### config.mk
export PLATFORM = sky130hd
export DESIGN_NAME = if_fetch
export DESIGN_NICKNAME = d
export VERILOG_FILES = /design/src/rtl/if_fetch_pkg.sv /design/src/rtl/if_fetch_hold_buf.sv /design/src/rtl/if_fetch.sv
export SDC_FILE = /design/constraint.sdc
export NUM_CORES = 1
export LEC_CHECK = 0
export CORE_MARGIN = 4
export CORE_UTILIZATION = 50
export DETAILED_ROUTE_END_ITERATION = 12
export GPL_TIMING_DRIVEN = 0
export PLACE_DENSITY_LB_ADDON = 0.08
export SYNTH_ARGS = -nofsm -noshare
export SYNTH_HDL_FRONTEND = slang
export SYNTH_SLANG_ARGS = --single-unit
### constraint.sdc
create_clock -name clk -period 2.4 [get_ports clk]
set_input_delay 0.48 -clock clk [delete_from_list [all_inputs] [get_ports clk]]
set_output_delay 0.48 -clock clk [all_outputs]
set_load 0.01 [all_outputs]
### src/rtl/if_fetch_pkg.sv
// rtl/if_fetch_pkg.sv - shared encodings for the instruction-fetch stage
package if_fetch_pkg;

  localparam logic [1:0]  IF_FETCH = 2'd0;
  localparam logic [1:0]  IF_HOLD  = 2'd1;
  localparam logic [1:0]  IF_DRAIN = 2'd2;

  localparam logic [31:0] INST_NOP = 32'h0000_0013;

  function automatic logic [31:0] pc_inc(input logic [31:0] pc);
    return pc + 32'd4;
  endfunction

endpackage

### src/rtl/if_fetch_hold_buf.sv
// rtl/if_fetch_hold_buf.sv - one-entry instruction buffer used while IF/ID is stalled
module if_hold_buf
  import if_fetch_pkg::*;
(
  input  logic        clk_i,
  input  logic        rst_i,
  input  logic        load_i,
  input  logic        clear_i,
  input  logic [31:0] data_i,
  output logic [31:0] data_o
);

  logic [31:0] data_q;

  always_ff @(posedge clk_i) begin
    if (rst_i || clear_i) begin
      data_q <= INST_NOP;
    end else if (load_i) begin
      data_q <= data_i;
    end
  end

  assign data_o = data_q;

endmodule

### src/rtl/if_fetch.sv
// rtl/if_fetch.sv - PC register, imem request and IF/ID register with redirect/stall/flush
module if_fetch
  import if_fetch_pkg::*;
#(
  parameter logic [31:0] RESET_PC = 32'h0000_0000
) (
  input  logic        clk,
  input  logic        rst,
  input  logic        redirect,
  input  logic [31:0] redirect_pc,
  input  logic        stall,
  output logic        imem_req,
  output logic [31:0] imem_addr,
  input  logic        imem_ack,
  input  logic [31:0] imem_rdata,
  output logic        ifid_valid,
  output logic [31:0] ifid_pc,
  output logic [31:0] ifid_inst
);

  logic [1:0]  state_q, state_d;
  logic [31:0] pc_q, pc_d;
  logic [31:0] drain_addr_q, drain_addr_d;
  logic        ifid_valid_q, ifid_valid_d;
  logic [31:0] ifid_pc_q, ifid_pc_d;
  logic [31:0] ifid_inst_q, ifid_inst_d;
  logic        buf_load, buf_clear;
  logic [31:0] buf_data;
  logic        unused_redirect_lsb;

  assign unused_redirect_lsb = ^redirect_pc[1:0];

  if_hold_buf u_hold_buf (
    .clk_i   (clk),
    .rst_i   (rst),
    .load_i  (buf_load),
    .clear_i (buf_clear),
    .data_i  (imem_rdata),
    .data_o  (buf_data)
  );

  // DRAIN keeps presenting the abandoned address so the memory sees a stable request.
  assign imem_req  = !rst && (state_q != IF_HOLD);
  assign imem_addr = (state_q == IF_DRAIN) ? drain_addr_q : pc_q;

  always_comb begin
    state_d      = state_q;
    pc_d         = pc_q;
    drain_addr_d = drain_addr_q;
    ifid_valid_d = ifid_valid_q;
    ifid_pc_d    = ifid_pc_q;
    ifid_inst_d  = ifid_inst_q;
    buf_load     = 1'b0;
    buf_clear    = 1'b0;

    if (redirect) begin
      ifid_valid_d = 1'b0;
      pc_d         = {redirect_pc[31:2], 2'b00};
      case (state_q)
        IF_FETCH: begin
          if (!imem_ack) begin
            state_d      = IF_DRAIN;
            drain_addr_d = pc_q;
          end
        end
        IF_HOLD: begin
          buf_clear = 1'b1;
          state_d   = IF_FETCH;
        end
        default: state_d = IF_DRAIN;
      endcase
    end else begin
      case (state_q)
        IF_FETCH: begin
          if (imem_ack && !stall) begin
            ifid_valid_d = 1'b1;
            ifid_pc_d    = pc_q;
            ifid_inst_d  = imem_rdata;
            pc_d         = pc_inc(pc_q);
          end else if (imem_ack) begin
            buf_load = 1'b1;
            state_d  = IF_HOLD;
          end else if (!stall) begin
            ifid_valid_d = 1'b0;
          end
        end
        IF_HOLD: begin
          if (!stall) begin
            ifid_valid_d = 1'b1;
            ifid_pc_d    = pc_q;
            ifid_inst_d  = buf_data;
            pc_d         = pc_inc(pc_q);
            buf_clear    = 1'b1;
            state_d      = IF_FETCH;
          end
        end
        default: begin
          ifid_valid_d = 1'b0;
          if (imem_ack) begin
            state_d = IF_FETCH;
          end
        end
      endcase
    end
  end

  always_ff @(posedge clk) begin
    if (rst) begin
      state_q      <= IF_FETCH;
      pc_q         <= RESET_PC;
      drain_addr_q <= RESET_PC;
      ifid_valid_q <= 1'b0;
      ifid_pc_q    <= 32'h0;
      ifid_inst_q  <= INST_NOP;
    end else begin
      state_q      <= state_d;
      pc_q         <= pc_d;
      drain_addr_q <= drain_addr_d;
      ifid_valid_q <= ifid_valid_d;
      ifid_pc_q    <= ifid_pc_d;
      ifid_inst_q  <= ifid_inst_d;
    end
  end

  assign ifid_valid = ifid_valid_q;
  assign ifid_pc    = ifid_pc_q;
  assign ifid_inst  = ifid_inst_q;

endmodule

==> results.json, run 1 <==
{
  "status": "finished, final reports clean",
  "fin_crit_sh_pct": 97.5,
  "tritoncts": "done",
  "fillers": 1156,
  "ys.flop_type": "dfxtp_1",
  "max_cap_violations": 0,
  "nets": 1129,
  "crit_path_max_fanout": 10,
  "synth_warnings": 0,
  "internal-power_mw": 4.79,
  "synth.area.top_cells": "dfxtp_1 (46%), nand2_1 (14%), a21oi_1 (8.7%)",
  "worstSetupPathType": "flop to output port",
  "max_slew.worst_pin.slew_ns": 0.655,
  "async_flop_share_pct": 0,
  "hold-worst-slack_ns": 0.452,
  "grt_overflow": 0,
  "grt_pass1_vias": 6551,
  "fin_area_um2": 9330,
  "rsz0062_at_grt": "false",
  "cts_max_level": 4,
  "cts_hold_buf": 0,
  "drv_slew": 0,
  "grt_pass1_wl_mm": 32.2,
  "drt-initial-drc-count": 512,
  "hold_viol": 0,
  "peakVddDrop_v": 0.000458,
  "p_sw_share_pct": 24.7,
  "pin_count": 167,
  "diodes": 0,
  "place_congestion": 0.847,
  "vias_per_cell": 5.31,
  "synth_area_um2": 6860,
  "ys_ff_latch": 157,
  "port_buffers": 158,
  "switchingPower_mw": 1.57,
  "syn_to_final_growth_pct": 36.1,
  "power_density_nw_per_um2": 682,
  "end_kind": "output port",
  "seqPwrFrac_pct": 44.1,
  "clock_latency_ns": 0.43,
  "die_height_um": 125,
  "finClkSkew_ns": 0.00849,
  "coreArea_um2": 13300,
  "synth_edf_count": 0,
  "met2_usage_pct": 42.4,
  "synth_top_area_share_pct": 45.8,
  "routedWlPerCell_um": 15.7,
  "arrival_ns": 1.86,
  "cts_sinks": 157,
  "cts_made_buffers": 17,
  "die_area_um2": 15700,
  "grt_max_degree": 17,
  "fmax_ghz": 0.428,
  "die_w_um": 125,
  "via_count": 6629,
  "route.detailed.drc": 0,
  "busiest_layer": "met2",
  "synth_cell_types": 40,
  "root_buffer": "clkbuf_16",
  "p_comb_share_pct": 12.8,
  "placed_area_um2": 8670,
  "rows": 42,
  "hold_path.class": "flop to flop",
  "multi_input_area_um2": 3340,
  "track_usage_pct": 25.1,
  "finalCriticalPeriod_ns": 2.34,
  "antenna_found_initial": 0,
  "path_clk_slew_ns": 0.06,
  "syn_inst": 879,
  "synth.yosys.seq_area_share_pct": 45.8,
  "regArea_um2": 3140,
  "postRouteAntennaNets": 0,
  "cp.required_ns": 1.92,
  "p_clk_share_pct": 43.1,
  "routed_wl_mm": 19.7,
  "drive_gt1_share_pct": 9.33,
  "firstDrtPassIters": 5,
  "met3_usage_pct": 6.10,
  "start_util_pct": 51.4,
  "yosysMostFrequentCell": "nand2_1",
  "relSlewSlack_pct": 56.3,
  "clock_path_buffers": 2,
  "synth_area_per_cell_um2": 7.80,
  "hpwl_mm": 14.0,
  "met1_usage_pct": 30.7,
  "start_kind": "flop",
  "yosys.area.top_type": "dfxtp_1",
  "p_leak_nw": 3.57,
  "synth_commonest_cells": "nand2_1 (262), dfxtp_1 (157), a21oi_1 (119)",
  "setup_viol": 0
}
## cell families (layout without fill, tap and decap cells)
kind of cell | Yosys count | after routing | share of synthesized area (%)
buffers and inverters | 100 | 290 | 5.91
muxes | 33 | 33 | 5.33
and+or+nand+nor | 379 | 379 | 23.2
other | 1 | 4 | 0.0547
xor gates and xnor gates | 26 | 26 | 3.32
AOI/OAI and AO/OA | 182 | 182 | 16.2
adders and majority gates | 1 | 1 | 0.182
DFF | 157 | 157 | 45.8
## layer usage
| metal | routed length [µm] | up-vias | part of all wire [%] |
|---|---|---|---|
| met1 | 8400 | 3074 | 43 |
| met5 | 0 | - | 0 |
| met2 | 9440 | 221 | 48 |
| met4 | 485 | 0 | 2.5 |
| li1 | - | 3299 | - |
| met3 | 1330 | 35 | 6.8 |
## flip-flops by register name, indices dropped and copies added, names as in the netlist
signal / flops
drain_addr_q: 30
ifid_inst: 32
state_q: 2
u_hold_buf.data_o: 32
pc_q: 30
ifid_valid: 1
ifid_pc: 30
## critical path, cell delays in order (launching register included)
cell           delay [ns]
dfxtp_2              0.35
nor2b_2              0.12
clkbuf_8             0.17
clkbuf_16            0.16
mux2_2               0.34
dlygate4sd2_1        0.28
## timing repair
action,in CTS,in global routing
gates cloned,0,0
pin swaps,0,0
endpoints found under the hold margin,0,0
buffers inserted,0,1
gates resized for setup,54,15
setup endpoints to repair,90,86
## cell usage in the layout (no fill, tap or decap), drive strengths merged, types with 2 or more instances in the layout
cell	count
xor2	14
xnor2	12
nand2b	4
nand3	15
conb	4
inv	24
dlygate4sd2	31
nor2	45
nor2b	3
o21a	21
o21ai	4
nor4	7
bufinv	3
a21oi	119
nand2	262
a21o	2
and3	3
mux2i	5
or4	3
or2	3
clkinv	7
or3	2
nor3	13
and2	4
clkbuf	77
nand3b	3
mux2	28
a211o	4
buf	19
clkdlybuf4s50	127
a311oi	29
clkinvlp	2
dfxtp	157
nand4	10
## per-stage QoR
stage | std cells | total power, mW | utilization (%) | setup TNS [ns] | setup WS (ns)
final | 1248 | 6.36 | 69.9 | 0 | 0.0609
after global routing | 1248 | 6.59 | 69.9 | 0 | 0.00305
after CTS | 1248 | 6.37 | 69.7 | 0 | 0.0239
after detailed placement | 1216 | 3.67 | 65.0 | -41.25 | -0.640
after global placement | 1216 | 3.67 | 65.0 | -40.43 | -0.624
after floorplan | 882 | 3.27 | - | 0 | 0.367
## power groups by stage
| stage | clock [mW] | sequential, mW | combinational, mW |
|---|---|---|---|
| 2_1_floorplan | 0 | 2.85 | 0.412 |
| 5_1_grt | 2.88 | 2.82 | 0.892 |
| 3_5_place_dp | 0 | 2.86 | 0.818 |
| 6_report | 2.74 | 2.80 | 0.815 |
| 4_1_cts | 2.76 | 2.80 | 0.809 |
| 3_3_place_gp | 0 | 2.86 | 0.813 |
## layout make-up
class / count / share of cell area, %
Clock inverter: 12 / 1.54
Clock buffer: 20 / 4.89
Timing Repair Buffer: 159 / 16.6
Inverter: 24 / 0.966
Sequential cell: 157 / 33.7
Buffer: 75 / 4.08
Tap cell: 176 / 2.36
Multi-Input combinational cell: 625 / 35.8
## worst paths after layout
kind | start | to | slack, ns | cells past startpoint
worst max-delay path | state_q[0] | imem_addr[24] | 0.06 | 5
worst min-delay path | drain_addr_q[22] | drain_addr_q[22] | 0.45 | 2
worst min register to register | drain_addr_q[22] | drain_addr_q[22] | 0.45 | 2
worst max register to register | pc_q[15] | pc_q[29] | 0.11 | 5
Note: power is estimated with default switching activity, not from simulation.
==> run 2: changes to the inputs <==
Settings changed: ABC_CLOCK_PERIOD_IN_PS from default to 2400.
==> results of run 2 <==
The final DEF is identical to that of run 1; final timing and power are the same.
==> run 3: changes to the inputs <==
Settings changed: CORE_ASPECT_RATIO from default to 0.8.
==> results.json, run 3 (synthesized netlist as in run 1, its figures left out) <==
{
  "place_ws_ns": -0.703,
  "die_height_um": 113,
  "crit_path_max_fanout": 10,
  "tritoncts": "done",
  "cts_setup_buffers": 0,
  "cts_sinks": 157,
  "antenna_found_initial": 0,
  "wl_met2_mm": 8.66,
  "fmax_ghz": 0.426,
  "finClkSkew_ns": 0.00909,
  "setup_slack_ns": 0.0528,
  "hold_end": "drain_addr_q[24]",
  "relSlewSlack_pct": 58.0,
  "hold_viol": 0,
  "grt_pass1_vias": 6278,
  "path_clk_slew_ns": 0.06,
  "clock_latency_ns": 0.42,
  "track_usage_pct": 25.0,
  "hold_path.class": "flop to flop",
  "rr_worst_depth": 6,
  "startpoint": "state_q[0]",
  "wl_met1_mm": 9.65,
  "setup_viol": 0,
  "rsz0062_at_grt": "true",
  "fin_area_um2": 9260,
  "diodes": 0,
  "r2r_start": "pc_q[10]",
  "firstDrtPassIters": 5,
  "routedWlPerCell_um": 16.1,
  "fin_crit_sh_pct": 97.8,
  "postRouteAntennaNets": 0,
  "pin_count": 167,
  "routed_wl_mm": 20.0,
  "arrival_ns": 1.87,
  "reg2reg_to": "pc_q[29]",
  "grt_max_degree": 17,
  "start_util_pct": 52.2,
  "hold_path_depth": 2,
  "finalCriticalPeriod_ns": 2.35,
  "vias_per_cell": 5.44,
  "top_layer": "met4",
  "grt_pass1_wl_mm": 32.3,
  "max_slew.worst_pin.slew_ns": 0.630,
  "internal-power_mw": 4.53,
  "via_count": 6770,
  "route.detailed.drc": 0,
  "fillers": 1157,
  "port_buffers": 158,
  "hold_path_startpoint": "drain_addr_q[24]",
  "rrSetupSlack_ns": 0.11,
  "worstSetupPathType": "flop to output port",
  "switchingPower_mw": 1.64,
  "peakVddDrop_v": 0.000582,
  "coreArea_um2": 13100,
  "cts_made_buffers": 17,
  "p_clk_share_pct": 41.4,
  "p_comb_share_pct": 13.2,
  "final_cell_mix": "nand2_1 (262), dfxtp_1 (157), clkdlybuf4s50_1 (127)",
  "max_cap_violations": 0,
  "seqPwrFrac_pct": 45.5,
  "drive_gt1_share_pct": 8.97,
  "rows": 37,
  "die_w_um": 139,
  "die_area_um2": 15700,
  "start_kind": "flop",
  "cts_max_level": 4,
  "placed_area_um2": 8670,
  "hpwl_mm": 14.2,
  "drv_slew": 0,
  "cp.required_ns": 1.92,
  "place_congestion": 0.868,
  "final_common_cell": "nand2_1",
  "nets": 1128,
  "drt-initial-drc-count": 451,
  "routed-wl-met3_mm": 1.47,
  "clock_path_buffers": 2,
  "p_leak_nw": 3.51,
  "grt_overflow": 0,
  "fin_setup_tns_ns": 0,
  "syn_to_final_growth_pct": 35.0,
  "p_sw_share_pct": 26.5,
  "power_density_nw_per_um2": 666,
  "root_buffer": "clkbuf_16",
  "status": "finished, final reports clean",
  "end_kind": "output port"
}
run 3: cell count changes in the layout (fill, tap and decap cells not counted), moves of 2 or more:
cell        change
bufinv_16       -2
inv_6           +3
clkbuf_8        -3
clkbuf_1        +2
clkinv_2        -6
clkinvlp_4      +6
run 3: routing by layer:
layer  GRT usage [%]  vias to the layer above
met5               0                        -
met4            5.54                        0
met3            5.58                       19
met2            37.8                      255
met1            36.8                     3203
li1                -                     3293
run 3: how the worst max path moves through the flow:
stage	to	depth (start not counted)
after CTS	imem_addr[28]	5
final	imem_addr[11]	5
after floorplan	pc_q[29]	6
after detailed placement	ifid_pc[13]	8
after global routing	ifid_pc[13]	8
after global placement	ifid_pc[13]	8
run 3: cell type report:
class / count / area [µm²] / share of cell area (%)
Multi-Input combinational cell: 625 / 3350 / 36.2
Sequential cell: 157 / 3140 / 33.9
Timing Repair Buffer: 158 / 1540 / 16.7
Clock buffer: 19 / 433 / 4.68
Buffer: 75 / 367 / 3.96
Tap cell: 175 / 219 / 2.36
Clock inverter: 12 / 116 / 1.26
Inverter: 24 / 90.1 / 0.973
run 3: through the flow:
stage | cells | hold WS, ns | util (%) | power, mW
4_1_cts | 1246 | 0.453 | 70.2 | 6.17
6_report | 1245 | 0.454 | 70.4 | 6.17
2_1_floorplan | 882 | 0.433 | - | 3.27
3_3_place_gp | 1215 | 0.439 | 65.9 | 3.67
3_5_place_dp | 1215 | 0.443 | 65.9 | 3.67
5_1_grt | 1245 | 0.471 | 70.4 | 6.38
run 3: timing repair:
item                                   CTS  global route
endpoints found under the hold margin    0             0
resized for setup                       51            18
setup endpoints to repair               90            73
hold buffers                             0             0
run 3: worst max-delay path, cell delays in order (launching register included):
cell           delay, ns
dfxtp_1             0.37
nor2b_4             0.14
buf_8               0.14
buf_6               0.15
mux2_2              0.36
dlygate4sd2_1       0.29
run 3: power groups by stage:
stage	Combinational (mW)	Sequential (mW)	Clock, mW
after CTS	0.806	2.80	2.57
final	0.814	2.80	2.55
after global placement	0.812	2.86	0
after global routing	0.889	2.82	2.68
after detailed placement	0.816	2.86	0
after floorplan	0.412	2.85	0
